### src/rtl/riscv_pkg.sv
// Shared RV32 decode constants and instruction-fetch state encoding.
// Pure declarations; no logic and no latency.
// Not applicable (package only, no handshakes).
package riscv_pkg;

  localparam logic [6:0] OPC_R      = 7'b0110011;
  localparam logic [6:0] OPC_I      = 7'b0010011;
  localparam logic [6:0] OPC_JALR   = 7'b1100111;
  localparam logic [6:0] OPC_LUI    = 7'b0110111;
  localparam logic [6:0] OPC_JAL    = 7'b1101111;
  localparam logic [6:0] OPC_LOAD   = 7'b0000011;
  localparam logic [6:0] OPC_STORE  = 7'b0100011;
  localparam logic [6:0] OPC_BRANCH = 7'b1100011;

  // addi x0, x0, 0
  localparam logic [31:0] NOP_INSTR = 32'h0000_0013;

  typedef enum logic [2:0] {
    S_REQ,
    S_WAIT,
    S_HOLD,
    S_DROP,
    S_FAULT
  } fetch_state_t;

endpackage

### src/rtl/instr_fetch_unit.sv
// Sequential instruction fetch: owns the PC, one outstanding imem request, redirect squash.
// Latency: request accepted -> response -> if_valid the following cycle (>= 3 cycles/instr).
// Backpressure: if_ready low holds the instruction in place; imem_req_ready low holds the request.
// Optional macro FETCH_MISALIGN_CHK_EN: misaligned redirect traps into S_FAULT with fetch_fault.
module instr_fetch_unit
  import riscv_pkg::*;
#(
  parameter int unsigned     PC_W     = 32,
  parameter logic [PC_W-1:0] RESET_PC = '0
) (
  input  logic            clk,
  input  logic            rst_n,
  output logic            imem_req_valid,
  input  logic            imem_req_ready,
  output logic [PC_W-1:0] imem_addr,
  input  logic            imem_rsp_valid,
  input  logic [31:0]     imem_rsp_data,
  output logic            if_valid,
  input  logic            if_ready,
  output logic [31:0]     if_instr,
  output logic [6:0]      if_opcode,
  output logic [PC_W-1:0] if_pc,
  input  logic            redirect_valid,
  input  logic [PC_W-1:0] redirect_target,
  output logic            fetch_fault
);

  fetch_state_t    state;
  fetch_state_t    after_drain;
  logic [PC_W-1:0] pc;
  logic [PC_W-1:0] req_pc;
  logic [PC_W-1:0] if_pc_q;
  logic [31:0]     instr_q;
  logic [PC_W-1:0] redir_pc;
  logic            accept;
  logic            outstanding;

  assign accept = (state == S_REQ) && imem_req_ready;

  // True when, after this edge, memory still owes us a response that must be thrown away.
  // A response landing in S_DROP on the redirect cycle itself completes the drain.
  assign outstanding = accept
                     || ((state == S_WAIT || state == S_DROP) && !imem_rsp_valid);

`ifdef FETCH_MISALIGN_CHK_EN
  logic fault_q;
  logic redir_misaligned;

  assign redir_pc         = redirect_target;
  assign redir_misaligned = |redirect_target[1:0];
  assign after_drain      = fault_q ? S_FAULT : S_REQ;
  assign fetch_fault      = fault_q;
`else
  // Low two bits are forced to zero so the PC always stays word aligned.
  assign redir_pc    = redirect_target & ~PC_W'(3);
  assign after_drain = S_REQ;
  assign fetch_fault = 1'b0;
`endif

  assign imem_req_valid = (state == S_REQ);
  assign imem_addr      = pc;
  assign if_valid       = (state == S_HOLD);
  assign if_instr       = (state == S_HOLD) ? instr_q : NOP_INSTR;
  assign if_opcode      = if_instr[6:0];
  assign if_pc          = if_pc_q;

  // Fetch FSM and PC: redirect wins over every other event on the same edge.
  always_ff @(posedge clk) begin
    if (!rst_n) begin
      state   <= S_REQ;
      pc      <= RESET_PC;
      req_pc  <= '0;
      if_pc_q <= '0;
      instr_q <= NOP_INSTR;
`ifdef FETCH_MISALIGN_CHK_EN
      fault_q <= 1'b0;
`endif
    end else if (redirect_valid && state != S_FAULT) begin
      pc <= redir_pc;
`ifdef FETCH_MISALIGN_CHK_EN
      if (redir_misaligned) fault_q <= 1'b1;
      if (outstanding)                      state <= S_DROP;
      else if (redir_misaligned || fault_q) state <= S_FAULT;
      else                                  state <= S_REQ;
`else
      state <= outstanding ? S_DROP : S_REQ;
`endif
    end else begin
      case (state)
        S_REQ: begin
          if (accept) begin
            req_pc <= pc;
            state  <= S_WAIT;
          end
        end
        S_WAIT: begin
          if (imem_rsp_valid) begin
            instr_q <= imem_rsp_data;
            if_pc_q <= req_pc;
            state   <= S_HOLD;
          end
        end
        S_HOLD: begin
          if (if_ready) begin
            pc    <= pc + PC_W'(4);
            state <= S_REQ;
          end
        end
        S_DROP: begin
          if (imem_rsp_valid) state <= after_drain;
        end
`ifdef FETCH_MISALIGN_CHK_EN
        S_FAULT: state <= S_FAULT;
`endif
        default: state <= S_REQ;
      endcase
    end
  end

  // Memory may only answer while a request is owed; anything else is a protocol error.
  assert property (@(posedge clk) disable iff (!rst_n)
                   imem_rsp_valid |-> (state != S_REQ && state != S_HOLD));

endmodule
### config.mk
export PLATFORM = sky130hd
export DESIGN_NAME = instr_fetch_unit
export DESIGN_NICKNAME = d
export VERILOG_FILES = /design/src/rtl/riscv_pkg.sv /design/src/rtl/instr_fetch_unit.sv
export SDC_FILE = /design/constraint.sdc
export NUM_CORES = 1
export LEC_CHECK = 0
export ABC_AREA = 1
export CORE_MARGIN = 1.5
export CORE_UTILIZATION = 41
export CTS_BUF_LIST = sky130_fd_sc_hd__clkbuf_16
export DETAILED_ROUTE_END_ITERATION = 10
export GPL_TIMING_DRIVEN = 0
export PLACE_DENSITY = 0.75
export SKIP_LAST_GASP = 1
export SYNTH_ARGS = -nofsm -noshare
export SYNTH_HDL_FRONTEND = slang
export SYNTH_SLANG_ARGS = --single-unit
### constraint.sdc
create_clock -name clk -period 1.6 [get_ports clk]
set_input_delay 0.4 -clock clk [delete_from_list [all_inputs] [get_ports clk]]
set_output_delay 0.4 -clock clk [all_outputs]
set_load 0.03 [all_outputs]
; Word level (Yosys, flattened, before mapping)
; Cells that the tools add are included.
; W data, S select, Z words.
[totals]
regBits = 131
[op_classes]
n_reduce_logical = 15
n_addsub = 1
bitwise = 2
eq_ne = 8
muxes = 11
[op_table]
columns = op, n
row1 = $mux W32, 4
row2 = $add A32 B3 Y32 const B, 1
row3 = $mux W3, 5
row4 = $pmux W3 S4, 1
row5 = $eq A3 B2 Y1 const B, 2
row6 = $ne A3 B1 Y1 const B, 2
row7 = $ne A3 B2 Y1 const B, 2
row8 = $reduce_and A3 Y1, 2
row9 = $reduce_and A2 Y1, 2
row10 = $reduce_and A4 Y1, 1
row11 = $reduce_bool A2 Y1, 2
row12 = $eq A3 B1 Y1 const B, 1
row13 = $logic_and A1 B1 Y1, 3
row14 = $logic_not A3 Y1, 1
row15 = $ne A3 B3 Y1 const B, 1
row16 = $logic_or A1 B1 Y1, 2
row17 = $mux W2, 1
row18 = $not A1 Y1, 2
row19 = $reduce_or A2 Y1, 1
row20 = $logic_not A1 Y1, 1

; Logic depth before layout (Yosys ltp)
; Gate-level depths: netlist (run 1).
[logic_depth]
ltp_word = 6
ltp_mapped = 9

; Worst setup path after synthesis (run 1)
; Ideal clock, no wire load.
[synth_timing]
path_kind = register to output
start = register state[1]
end = output if_opcode[2]
stages_incl_launch_ff = 7
slack_ps = -478
n_path_buf = 2
t_required_ps = 1200
t_arrival_ps = 1678
path_cell_list = dfxtp_1 inv_1 nor2_4 inv_1 clkbuf_1 nor2_1 buf_4
[synth_between]
elab_chain_cells = 2
[synth_lines]
columns = element, line
row1 = from (decl), instr_fetch_unit.sv:28  ; fetch_state_t state;
row2 = from (signal assigned), instr_fetch_unit.sv:86  ; state <= outstanding ? S_DROP : S_REQ;
row3 = from (signal assigned), instr_fetch_unit.sv:110  ; if (imem_rsp_valid) state <= after_drain;
row4 = $eq A3 B2 Y1, n/a
row5 = net if_valid, instr_fetch_unit.sv:18  ; output logic if_valid,
row6 = $mux W32, instr_fetch_unit.sv:63  ; assign if_instr = (state == S_HOLD) ? instr_q : NOP_INSTR;
row7 = to (decl), instr_fetch_unit.sv:21  ; output logic [6:0] if_opcode,
; The timed path passes the listed nets, and every way through them passes these cells.

; Final worst setup path (run 1)
[layout_timing]
start = register state[0]
end = output if_opcode[4]
[layout_between]
elab_chain_cells = 2
[layout_lines]
columns = element, line
row1 = $eq A3 B2 Y1, instr_fetch_unit.sv:63
row2 = $mux W32, instr_fetch_unit.sv:63
; No other way between the ends.

==> results.txt, run 1 <==
* Hold violation total from the final report: 0
* Failing checks: negative setup slack
* Die Width: 120 um
- 1st-pass router iterations: 5
- Combinational cells account for 14.9% of the total power.
- Share of the clock period used by the worst path after layout: 127%
* Final worst path period need: 2.03 ns
- For this run, the top clock speed supported by timing is 0.494 GHz.
- The count of nets left with antenna violations once routing finished came out at 0.
- The routed design uses just over 8000 um of met2 wire.
* FP Rows: 42
* Chip height: 120 um
- Critical path startpoint category: register
- Clk network pwr share: 43.4%
- Remaining DRCs: 0
- Type of element capturing the critical path: output pin
- Global routing finished with a remaining overflow of 0.
* Post-Route M1 WL: 7540 um
- The critical path goes through nor2_4 > inv_4 > clkbuf_16 > or2_4 > buf_6 > buf_6.
* DR iter-0 viols: 389
- Overall Global Routing Usage: 23.6%
- Synthesis produced 779 cells.
- Counting both buffers and inverters, the worst setup path holds a total of 4.
- The slowest stage of the critical path belongs to the cell sky130_fd_sc_hd__dfxtp_4.
- Most common cell after layout, fill and taps aside: sky130_fd_sc_hd__a21oi_1
- In the routed layout, each cell is associated on average with a via count of approximately 5.0.
- Predominant post-synthesis flop cell: sky130_fd_sc_hd__dfxtp_1
- Cell family with most CP delay: buffers and inverters
- The analysis attributes to cell leakage a power of 3.49 nW.
- Power density over the cells: 945 nW/um^2
* Peak per-stage delay on the critical path: 0.35 ns
* Adder-Cell Fraction of Synth Area: less than 1%
- Of the synthesized area, sequential elements account for approximately 44%.
- Summing over every cut layer, the via total after detailed routing is just under 6000.
- The initial antenna violation count was 0.
- The flow ran to the end, but the final reports show violations.
- Top-Level Pins: 176
* Pin count of the biggest net entering global routing: 17
- The mapped netlist covers 5650 um^2.
- Final GP Congestion: 0.949
- Highest net fanout along the worst path: 6
- Max-cap violations: 0
* Area of the die: 14500 um^2
* Required time of the worst setup path: around 1.2 ns
* Share of total power in sequential cells: 41.7%
- Post-placement setup slack: -0.710 ns
- Hold repair after CTS inserted 0 buffers.
* Proportion of synthesized flip-flops having asynchronous set or reset: 0%
* Final Slew Violations: 0
- In the layout the commonest cells are sky130_fd_sc_hd__a21oi_1 (110), sky130_fd_sc_hd__nand2_1 (109), sky130_fd_sc_hd__inv_1 (100), sky130_fd_sc_hd__dfxtp_1 (94), sky130_fd_sc_hd__o21ai_0 (85).
* Fraction of layout cells with a size suffix above 1: between 20% and 30%
* Synth-to-layout area growth: 52.9%
- Clock root buffer master: sky130_fd_sc_hd__clkbuf_16
- The first global-routing pass estimated 26800 um of wire.
* Number of global-route vias before repair: 5230
* Number of sinks on the clock net: 124
- The analysis attributes to net switching a power of 2.15 mW.
* Final core utilization: 64.8%
- Net switching is 26.4% of the power.
- Initial standard-cell utilization of the core: between 40% and 50%
- The HPWL after detailed placement is 12600 um.
- After clock tree synthesis, the clock-pin slew on the worst setup and hold paths is 0.05 ns.
* Largest clock skew in the final design: around 0.0073 ns
- Hold timing on the final database bottoms out at a slack of 0.423 ns.
- Worst endpoint data arrival time: between 1.5 and 2 ns
* Setup violators final: 40
- Top routing layer in use: met4
* Yosys cell types: 38
* Count of input and output buffers: approximately 170
- Cell Int Power: 6.01 mW
- In the post-route analysis, the smallest setup slack over all paths is -0.426 ns.
* Worst skew pair latency: 0.41 ns
* Post-synthesis mux area share: 0%
- Final Net Count: 1058
- TritonCTS built the clock tree.
- Routed WL: approximately 18000 um
* Xor-xnor portion of the synthesized cell area: 1.08%
- Number of filler cells placed in the layout: 1147
- Across the VDD grid, the largest voltage drop is 0.717 mV.
* Main combinational cell family by area after synthesis: compound AO/OA/AOI/OAI gates
- Actual slew at the worst max-slew pin: between 0.5 and 0.6 ns
- Metal3 WL: 1500 um
- The clock tree synthesis step divided the H-tree into 4 levels.
- Average wire per cell in the routed design: between 15 and 20 um
- Clock tree synthesis inserted a total of 17 buffers.
- Summing the areas of all and, or, nand and nor instances in the mapped netlist gives around a fifth of the synthesized area.
- The critical path is of the register to output pin type.
- Count of synthesis-stage warnings from yosys: 0
- Post-synth EDFFs: 0
- Summing the areas of all compound-gate instances in the mapped netlist gives 21.6% of the synthesized area.
- Relative max-transition margin: 62.2%
- The longest clock path from root to sink contains 2 buffers.
- Average footprint of a synthesized cell: between 7 and 8 um^2
- The min-delay analysis places its worst path in the category input port to register.
* Final antenna diode count: 0
- Setup repair after global routing missed its margin: true
* Most repeated library cell on the critical path: sky130_fd_sc_hd__buf_6
- FF+latch count, synth: 124
- Placeable core area: between 10000 and 15000 um^2
## metrics by stage
stage | cell area (um^2) | setup TNS (ns) | cells | total power, mW
final | 8640 | -11.82 | 1173 | 8.17
after global routing | 8640 | -13.57 | 1173 | 8.48
after CTS | 8280 | -12.36 | 1162 | 8.14
after detailed placement | 7660 | -46.53 | 1125 | 4.58
after global placement | 7660 | -43.89 | 1125 | 4.56
after floorplan | 5780 | -4.45 | 783 | 4.08
## cell usage after synthesis (2+ instances only)
master / n / area [um^2]
sky130_fd_sc_hd__a31oi_1: 9 / 56.3
sky130_fd_sc_hd__buf_4: 18 / 135
sky130_fd_sc_hd__or2_2: 4 / 25.0
sky130_fd_sc_hd__o21ai_0: 101 / 505
sky130_fd_sc_hd__buf_6: 6 / 67.6
sky130_fd_sc_hd__clkinv_1: 2 / 7.51
sky130_fd_sc_hd__inv_1: 101 / 379
sky130_fd_sc_hd__inv_2: 4 / 15.0
sky130_fd_sc_hd__nor2_1: 67 / 251
sky130_fd_sc_hd__nor2_8: 3 / 60.1
sky130_fd_sc_hd__nand4_1: 4 / 25.0
sky130_fd_sc_hd__a22oi_1: 3 / 22.5
sky130_fd_sc_hd__nand2_2: 5 / 31.3
sky130_fd_sc_hd__nand2_1: 110 / 413
sky130_fd_sc_hd__buf_2: 3 / 15.0
sky130_fd_sc_hd__nor2_4: 5 / 56.3
sky130_fd_sc_hd__clkbuf_2: 2 / 10.0
sky130_fd_sc_hd__a21oi_1: 110 / 551
sky130_fd_sc_hd__dfxtp_1: 124 / 2480
sky130_fd_sc_hd__nand3_1: 38 / 190
sky130_fd_sc_hd__xnor2_1: 3 / 26.3
sky130_fd_sc_hd__a22o_1: 3 / 26.3
sky130_fd_sc_hd__nand2_4: 2 / 22.5
sky130_fd_sc_hd__clkbuf_1: 25 / 93.8
sky130_fd_sc_hd__nor2_2: 6 / 37.5
sky130_fd_sc_hd__o21ai_1: 6 / 30.0
sky130_fd_sc_hd__xor2_1: 4 / 35.0
## final cells by class
type | count | area [um^2] | area share (%)
Multi-Input combinational cell | 498 | 2710 | 31.4
Sequential cell | 124 | 2520 | 29.2
Timing Repair Buffer | 184 | 1850 | 21.4
Clock buffer | 17 | 425 | 4.92
Inverter | 108 | 414 | 4.79
Buffer | 54 | 393 | 4.55
Tap cell | 176 | 220 | 2.55
Clock inverter | 12 | 110 | 1.27
## cell families after synthesis
family          Yosys count
other cells               1
fa+ha+maj                 1
simple gates            248
compound gates          236
xor+xnor                  7
flops                   124
buf+inv                 162
## worst register-to-register path: cells and delay by family (launching register included)
family	cells	cell delay, ns
AO/OA/AOI/OAI	2	0.23
buffers and inverters	4	0.45
flip-flops	1	0.35
AND/OR/NAND/NOR	3	0.37
## sequential cells by signal, indices dropped and copies added (netlist names)
| signal | flops |
|---|---|
| instr_q | 32 |
| if_pc | 30 |
| imem_addr | 30 |
| req_pc | 30 |
| state | 2 |
## layer usage
metal	up-vias	track usage, %
li1	2932	-
met1	2629	30.0
met2	255	39.0
met3	37	5.94
met4	0	8.01
met5	-	0
## power by group through the flow
| stage | Clock (mW) | Combinational (mW) | Sequential, mW |
|---|---|---|---|
| final | 3.54 | 1.22 | 3.40 |
| after global routing | 3.74 | 1.32 | 3.42 |
| after CTS | 3.60 | 1.15 | 3.39 |
| after detailed placement | 0 | 1.12 | 3.46 |
| after global placement | 0 | 1.11 | 3.45 |
| after floorplan | 0 | 0.513 | 3.56 |
## worst paths after layout
kind | depth (start not counted) | endpoint | slack (ns) | start
worst max-delay path | 6 | if_opcode[4] | -0.43 | state[0]$_SDFFE_PN0P_
worst min-delay path | 4 | imem_addr[2]$_SDFFE_PN0P_ | 0.42 | redirect_valid
worst max register to register | 9 | imem_addr[16]$_SDFFE_PN0P_ | 0.06 | state[0]$_SDFFE_PN0P_
worst min register to register | 2 | if_pc[22]$_SDFFE_PN0P_ | 0.45 | req_pc[22]$_SDFFE_PN0P_
## what timing repair did
| action | in CTS | in global routing |
|---|---|---|
| cloned | 2 | 2 |
| pin swaps | 3 | 6 |
| setup buffers | 6 | 10 |
| resized for setup | 422 | 116 |
| endpoints found under the setup margin | 104 | 115 |
(Power assumes the default switching activity.)
==> run 2: changes to the inputs <==
- GPL_ROUTABILITY_DRIVEN: not set -> 0
- clock period: 1.6 -> 1.8 ns (I/O delays scaled with it)
==> results.txt, run 2 (same netlist as run 1, synthesis figures left out) <==
* Maximum clock frequency: 0.480 GHz
- The die is 120 um wide.
- Number of sinks on the clock net: about 120
- Counting flops per register, the top entry is instr_q.
- The layout has 1245 filler cells.
* Routed WL: around 18000 um
* Clk network pwr share: 42.8%
- Timing analysis after detailed placement gives a worst setup slack of -0.523 ns.
- Chip height: roughly 120 um
- In this run the standard cell core region covers 13300 um^2.
- Setup slack on the worst flop-to-flop path: 0.12 ns
- Combinational logic is responsible for 14.4% of the overall power.
- The final max-slew violation count came to 0.
- The tightest min-delay check is of the register to register type.
* Power density over the cells: about 860 nW/um^2
- Area of combinational cells with multiple inputs: 2570 um^2
- Pin count of the biggest net entering global routing: 17
- The library cell used most frequently in the layout, excluding fill and tap cells, is sky130_fd_sc_hd__dfxtp_1.
* FP Rows: 42
* Fraction of layout cells with a size suffix above 1: 16.5%
- Type of element capturing the critical path: output pin
- The completed layout was analyzed and its total power is about 7.0 mW.
- Counting the buffers created by CTS gives 17.
- In the layout the commonest cells are sky130_fd_sc_hd__dfxtp_1 (122), sky130_fd_sc_hd__a21oi_1 (110), sky130_fd_sc_hd__nand2_1 (110), sky130_fd_sc_hd__o21ai_0 (101), sky130_fd_sc_hd__inv_1 (100).
- Once the floorplan was initialized, standard cells occupied 42.4% of the core.
* Required time of the worst setup path: 1.35 ns
- DP HPWL: 12600 um
- The analysis attributes to cell leakage a power of 3.48 nW.
* Critical setup path kind: register to output pin
- Hold repair after CTS inserted 0 buffers.
- Measured against its own limit, the worst slew margin works out to 61.3%.
* Share of the clock period used by the worst path after layout: 116%
- Buffer depth of the longest clock path: 2
* Count of input and output buffers: 166
* Worst Slack Setup Final: -0.283 ns
* Top-Level Pins: 176
- Register Area: between 2000 and 2500 um^2
* Max-cap violations: 0
- The number of antenna diodes in the final layout is 0.
- The number of hold-slack violations in the final timing report came to 0.
- In this run switching power makes up 27.0% of total power.
- For this block, the initial DRC count from the detailed router was approximately 440.
- Final Net Count: 1047
- For this design the total switching power over the nets is 1.90 mW.
- Counting instances, the worst hold path has a depth of 2.
- The die covers about 15000 um^2.
- After detailed routing, the number of remaining DRC violations is 0.
* Via total after detailed routing: 5937
* Post-route insts no fill: around 1200
- After detailed routing, the average wire length per cell comes to 15.2 um.
* Number of H-tree levels: 4
- Placed cells: 1125
* Setup violators final: 39
- Actual slew at the worst max-slew pin: between 0.5 and 0.6 ns
* Number of global-route vias before repair: 5566
* Antenna violations before repair: 0
- Clock root buffer master: sky130_fd_sc_hd__clkbuf_16
- The first detailed-routing pass took 5 iterations.
- Run status: finished, violations left
- Clock edge transition at the registers on the reported setup and hold paths: ~0.05 ns
- For this run the aggregate overflow at the end of global routing stands at 0.
- Compared with the post-synthesis result, the final layout area differs by 45.2%.
- The detail route stage leaves a number of antenna-violating nets equal to 0.
- Cell Int Power: 5.14 mW
- Data on the critical path arrives at its endpoint at 1.63 ns.
* Max FFs per register: 32
- Worst IR Drop VDD: around 0.63 mV
- The clock arrives with 0.00909 ns of skew.
- Global-route wire length before repair: 27800 um
* Failing checks: negative setup slack
- Via count normalized by instance count: 5.10
- Final worst path period need: 2.08 ns
- The later pin in the worst-skew pair is clocked with a latency of 0.41 ns.
* Highest net fanout along the worst path: 6
- Critical path startpoint category: register
- Setup repair after global routing missed its margin: true
- CTS tree: yes
* FF-to-FF path depth: 8
- Final hold analysis gives a worst-case slack of about 0.45 ns.
- Share of total power in sequential cells: 42.7%
- For this run, the total global-route usage over all layers was measured as between 20% and 30%.
-- run 2: power by group through the flow --
stage,clock [mW],sequential (mW),combinational (mW)
final,3.02,3.01,1.02
after global placement,0,3.07,0.977
after detailed placement,0,3.07,0.991
after global routing,3.18,3.03,1.10
after floorplan,0,3.17,0.447
after CTS,3.03,3.01,0.995
-- run 2: layout make-up --
cell class / count / share of cell area (%)
Clock inverter: 13 / 1.05
Tap cell: 176 / 2.68
Multi-Input combinational cell: 497 / 31.3
Timing Repair Buffer: 174 / 20.0
Sequential cell: 124 / 30.3
Inverter: 108 / 5.00
Buffer: 54 / 4.47
Clock buffer: 17 / 5.18
-- run 2: repair_timing --
action	4_1_cts	5_1_grt
buffers inserted	7	0
pin swaps	1	0
resized for setup	338	43
cloned	1	0
setup endpoints to repair	101	53
-- run 2: path summary, 6_finish.rpt --
kind,from,endpoint
hold / removal,req_pc[22]$_SDFFE_PN0P_,if_pc[22]$_SDFFE_PN0P_
setup / recovery,state[1]$_SDFFE_PN0P_,if_opcode[4]
setup reg to reg,imem_addr[2]$_SDFFE_PN0P_,imem_addr[16]$_SDFFE_PN0P_
hold reg to reg,req_pc[22]$_SDFFE_PN0P_,if_pc[22]$_SDFFE_PN0P_
-- run 2: worst max-delay path, stage by stage, from the launching register on --
cell	delay, ns
sky130_fd_sc_hd__dfxtp_2	0.34
sky130_fd_sc_hd__inv_2	0.05
sky130_fd_sc_hd__nor2_4	0.13
sky130_fd_sc_hd__inv_4	0.08
sky130_fd_sc_hd__clkbuf_16	0.16
sky130_fd_sc_hd__or2_4	0.23
sky130_fd_sc_hd__buf_6	0.11
sky130_fd_sc_hd__buf_6	0.12
-- run 2: stage by stage --
step	util, %	instance area [um^2]	setup TNS, ns
detailed placement	57.0	7610	-21.18
global placement	57.0	7610	-19.86
finish	61.5	8210	-5.86
floorplan	-	5730	-0.349
CTS	60.9	8130	-5.47
global route	61.5	8210	-7.52
-- run 2: per-layer routing --
layer | global-route usage [%] | vias up | routed length, um
met2 | 41.0 | 291 | 8420
met4 | 9.34 | 0 | 438
met1 | 29.9 | 2693 | 7350
met3 | 5.47 | 43 | 1530
li1 | - | 2910 | -
met5 | 0 | - | 0
==> run 3: changes to the inputs <==
- CTS_BUF_LIST: sky130_fd_sc_hd__clkbuf_16 -> not set
==> results.txt, run 3 (same netlist as run 1, synthesis figures left out) <==
* Setup repair after global routing missed its margin: true
- In this design, the critical path's most frequently occurring cell is sky130_fd_sc_hd__buf_6.
* Top-Level Pins: 176
* CTS tree: yes
- Maximum clock frequency: 0.481 GHz
* Post-route insts no fill: about 1200
* Placeable core area: 13300 um^2
- Via count normalized by instance count: slightly above 5
- Failing checks: negative setup slack
- Number of global-route vias before repair: 5585
- For this run, design rule violations remaining after detail routing come to 0.
- Combinational cells account for 14.1% of the total power.
- In this run the clock root is driven by a sky130_fd_sc_hd__clkbuf_16.
- Count of input and output buffers: 166
- The smallest clock period supported by the final layout is computed as 2.08 ns.
- Worst Slack Setup Final: -0.280 ns
- Counting the fill cells in the layout gives 1236.
* Switch share: 26.3%
- The library cells used most frequently in the layout, excluding fill and tap cells, are sky130_fd_sc_hd__dfxtp_1 (122), sky130_fd_sc_hd__a21oi_1 (110), sky130_fd_sc_hd__nand2_1 (110), sky130_fd_sc_hd__o21ai_0 (101), sky130_fd_sc_hd__inv_1 (99).
* Residual overflow from global routing: 0
- Number of nets still failing antenna checks after routing: 0
* Final core utilization: 61.8%
* Cell at the slowest stage of the critical path: sky130_fd_sc_hd__dfxtp_2
- DP HPWL: 12600 um
- Type of element capturing the critical path: output pin
- Share of the clock period used by the worst path after layout: 116%
- Fraction of layout cells with a size suffix above 1: 16.9%
* Register Area: 2490 um^2
- For this design the ratio of total power to cell area is 875 nW/um^2.
- In this run the tightest slew margin relative to its limit is 60.9%.
- FP Rows: 42
- Counting both buffers and inverters, the worst setup path holds a total of 5.
* Standby leakage power: ~3.5 nW
* Actual slew at the worst max-slew pin: 0.586 ns
- The share of total power dissipated in the clock network is 44.2%.
- Most common cell after layout, fill and taps aside: sky130_fd_sc_hd__dfxtp_1
* Worst IR Drop VDD: 0.622 mV
* Power dissipated by switching net loads: 1.90 mW
- Pwr Total: 7.22 mW
- Sequential cells burn 41.7% of the power.
- 0 antenna diodes ended up in the layout.
* Number of sinks on the clock net: roughly 120
- Hold violation total from the final report: 0
- Once the floorplan was initialized, standard cells occupied 42.4% of the core.
- Cell Int Power: between 5 and 6 mW
- Hold Crit Class: register to register
* Peak per-stage delay on the critical path: between 0.3 and 0.4 ns
* Cell family with most CP delay: buffers and inverters
- From left edge to right edge, the die measures 120 um.
- For this run, the post-layout net count is 1047.
* 1st-pass router iterations: 6
- The tool flagged a number of max-cap violations equal to 0.
* Worst path cell trace: inv_2 > nor2_4 > inv_4 > clkbuf_16 > or2_4 > buf_6 > buf_6
- From bottom edge to top edge, the die measures roughly 120 um.
- The first global-routing pass estimated 27900 um of wire.
- Data on the critical path arrives at its endpoint at ~1.6 ns.
* Area of combinational cells with multiple inputs: 2570 um^2
- STA puts the critical path data required time at 1.35 ns.
- The initial antenna violation count is 0.
* Max FFs per register: 32
- In this run, the number of DRC markers left after iteration 0 of detailed routing was about 410.
- Number of H-tree levels: 4
- Average wire per cell in the routed design: 15.2 um
- Highest net fanout along the worst path: 6
- Critical setup path kind: register to output pin
- Global routing used 24.3% of the available tracks across all layers.
* Critical path startpoint category: register
- Including well taps, the total number of placed cells is 1125.
- The die covers around 15000 um^2.
- TritonCTS buffer count: 17
- In this run the deepest clock path goes through 2 buffers.
* Register ranked first by flip-flop count: instr_q
* Synth-to-layout area growth: 45.9%
- The routed layout has 5923 vias.
- The final max-slew violation count came to 0.
- Clock latency on the worst-skew pair, taken at its later pin, is about 0.4 ns.
* Routed WL: 17700 um
- Largest clock skew in the final design: 0.0103 ns
* Setup violators final: 39
- Run status: finished, violations left
* Clock edge transition at the registers on the reported setup and hold paths: 0.05 ns
- Entering global routing, the biggest net connects 17 pins.
==> run 3: repair_timing <==
action / 4_1_cts / 5_1_grt
buffers inserted: 7 / 0
hold buffers: 0 / 0
gates cloned: 1 / 0
setup endpoints to repair: 101 / 54
pin swaps: 1 / 0
resized for setup: 338 / 44
==> run 3: power groups by stage <==
stage / logic, mW / clock network (mW) / registers (mW)
6_report: 1.02 / 3.19 / 3.01
5_1_grt: 1.10 / 3.37 / 3.03
4_1_cts: 0.996 / 3.21 / 3.01
3_5_place_dp: 0.991 / 0 / 3.07
3_3_place_gp: 0.977 / 0 / 3.07
2_1_floorplan: 0.447 / 0 / 3.17
==> run 3: worst min-delay path: stages, from the launching register on <==
cell	delay [ns]
sky130_fd_sc_hd__dfxtp_1	0.29
sky130_fd_sc_hd__inv_1	0.06
sky130_fd_sc_hd__a21oi_1	0.06
==> run 3: layout make-up <==
type | instances | area share [%]
buffer | 54 | 4.44
clock buffer | 22 | 5.87
clock inverter | 8 | 0.819
inverter | 108 | 4.98
multi-input combinational | 497 | 31.1
sequential | 124 | 30.2
tap | 176 | 2.67
timing repair buffer | 174 | 19.9
==> run 3: per-stage QoR <==
| stage | area [um^2] | hold WS (ns) | TNS (ns) | setup WS [ns] |
|---|---|---|---|---|
| 2_1_floorplan | 5730 | 0.421 | -0.349 | -0.0174 |
| 3_3_place_gp | 7610 | 0.434 | -19.86 | -0.516 |
| 3_5_place_dp | 7610 | 0.442 | -21.18 | -0.523 |
| 4_1_cts | 8170 | 0.453 | -5.47 | -0.276 |
| 5_1_grt | 8250 | 0.470 | -7.52 | -0.323 |
| 6_report | 8250 | 0.447 | -5.73 | -0.280 |
==> run 3: routing by layer <==
layer | GRT usage (%) | vias to the layer above | part of all wire, %
met4 | 9.93 | 0 | 3.1
met2 | 41.0 | 307 | 47
met5 | 0 | - | 0
met1 | 30.0 | 2666 | 40
met3 | 5.47 | 46 | 9.4
li1 | - | 2904 | -
==> run 3: final timing paths <==
check                                          startpoint                          to  slack [ns]  cells past startpoint
worst max-delay path                state[1]$_SDFFE_PN0P_                if_opcode[4]       -0.28                      7
worst min-delay path              req_pc[22]$_SDFFE_PN0P_      if_pc[22]$_SDFFE_PN0P_        0.45                      2
worst max register to register  imem_addr[2]$_SDFFE_PN0P_  imem_addr[16]$_SDFFE_PN0P_        0.14                      8
worst min register to register    req_pc[22]$_SDFFE_PN0P_      if_pc[22]$_SDFFE_PN0P_        0.45                      2
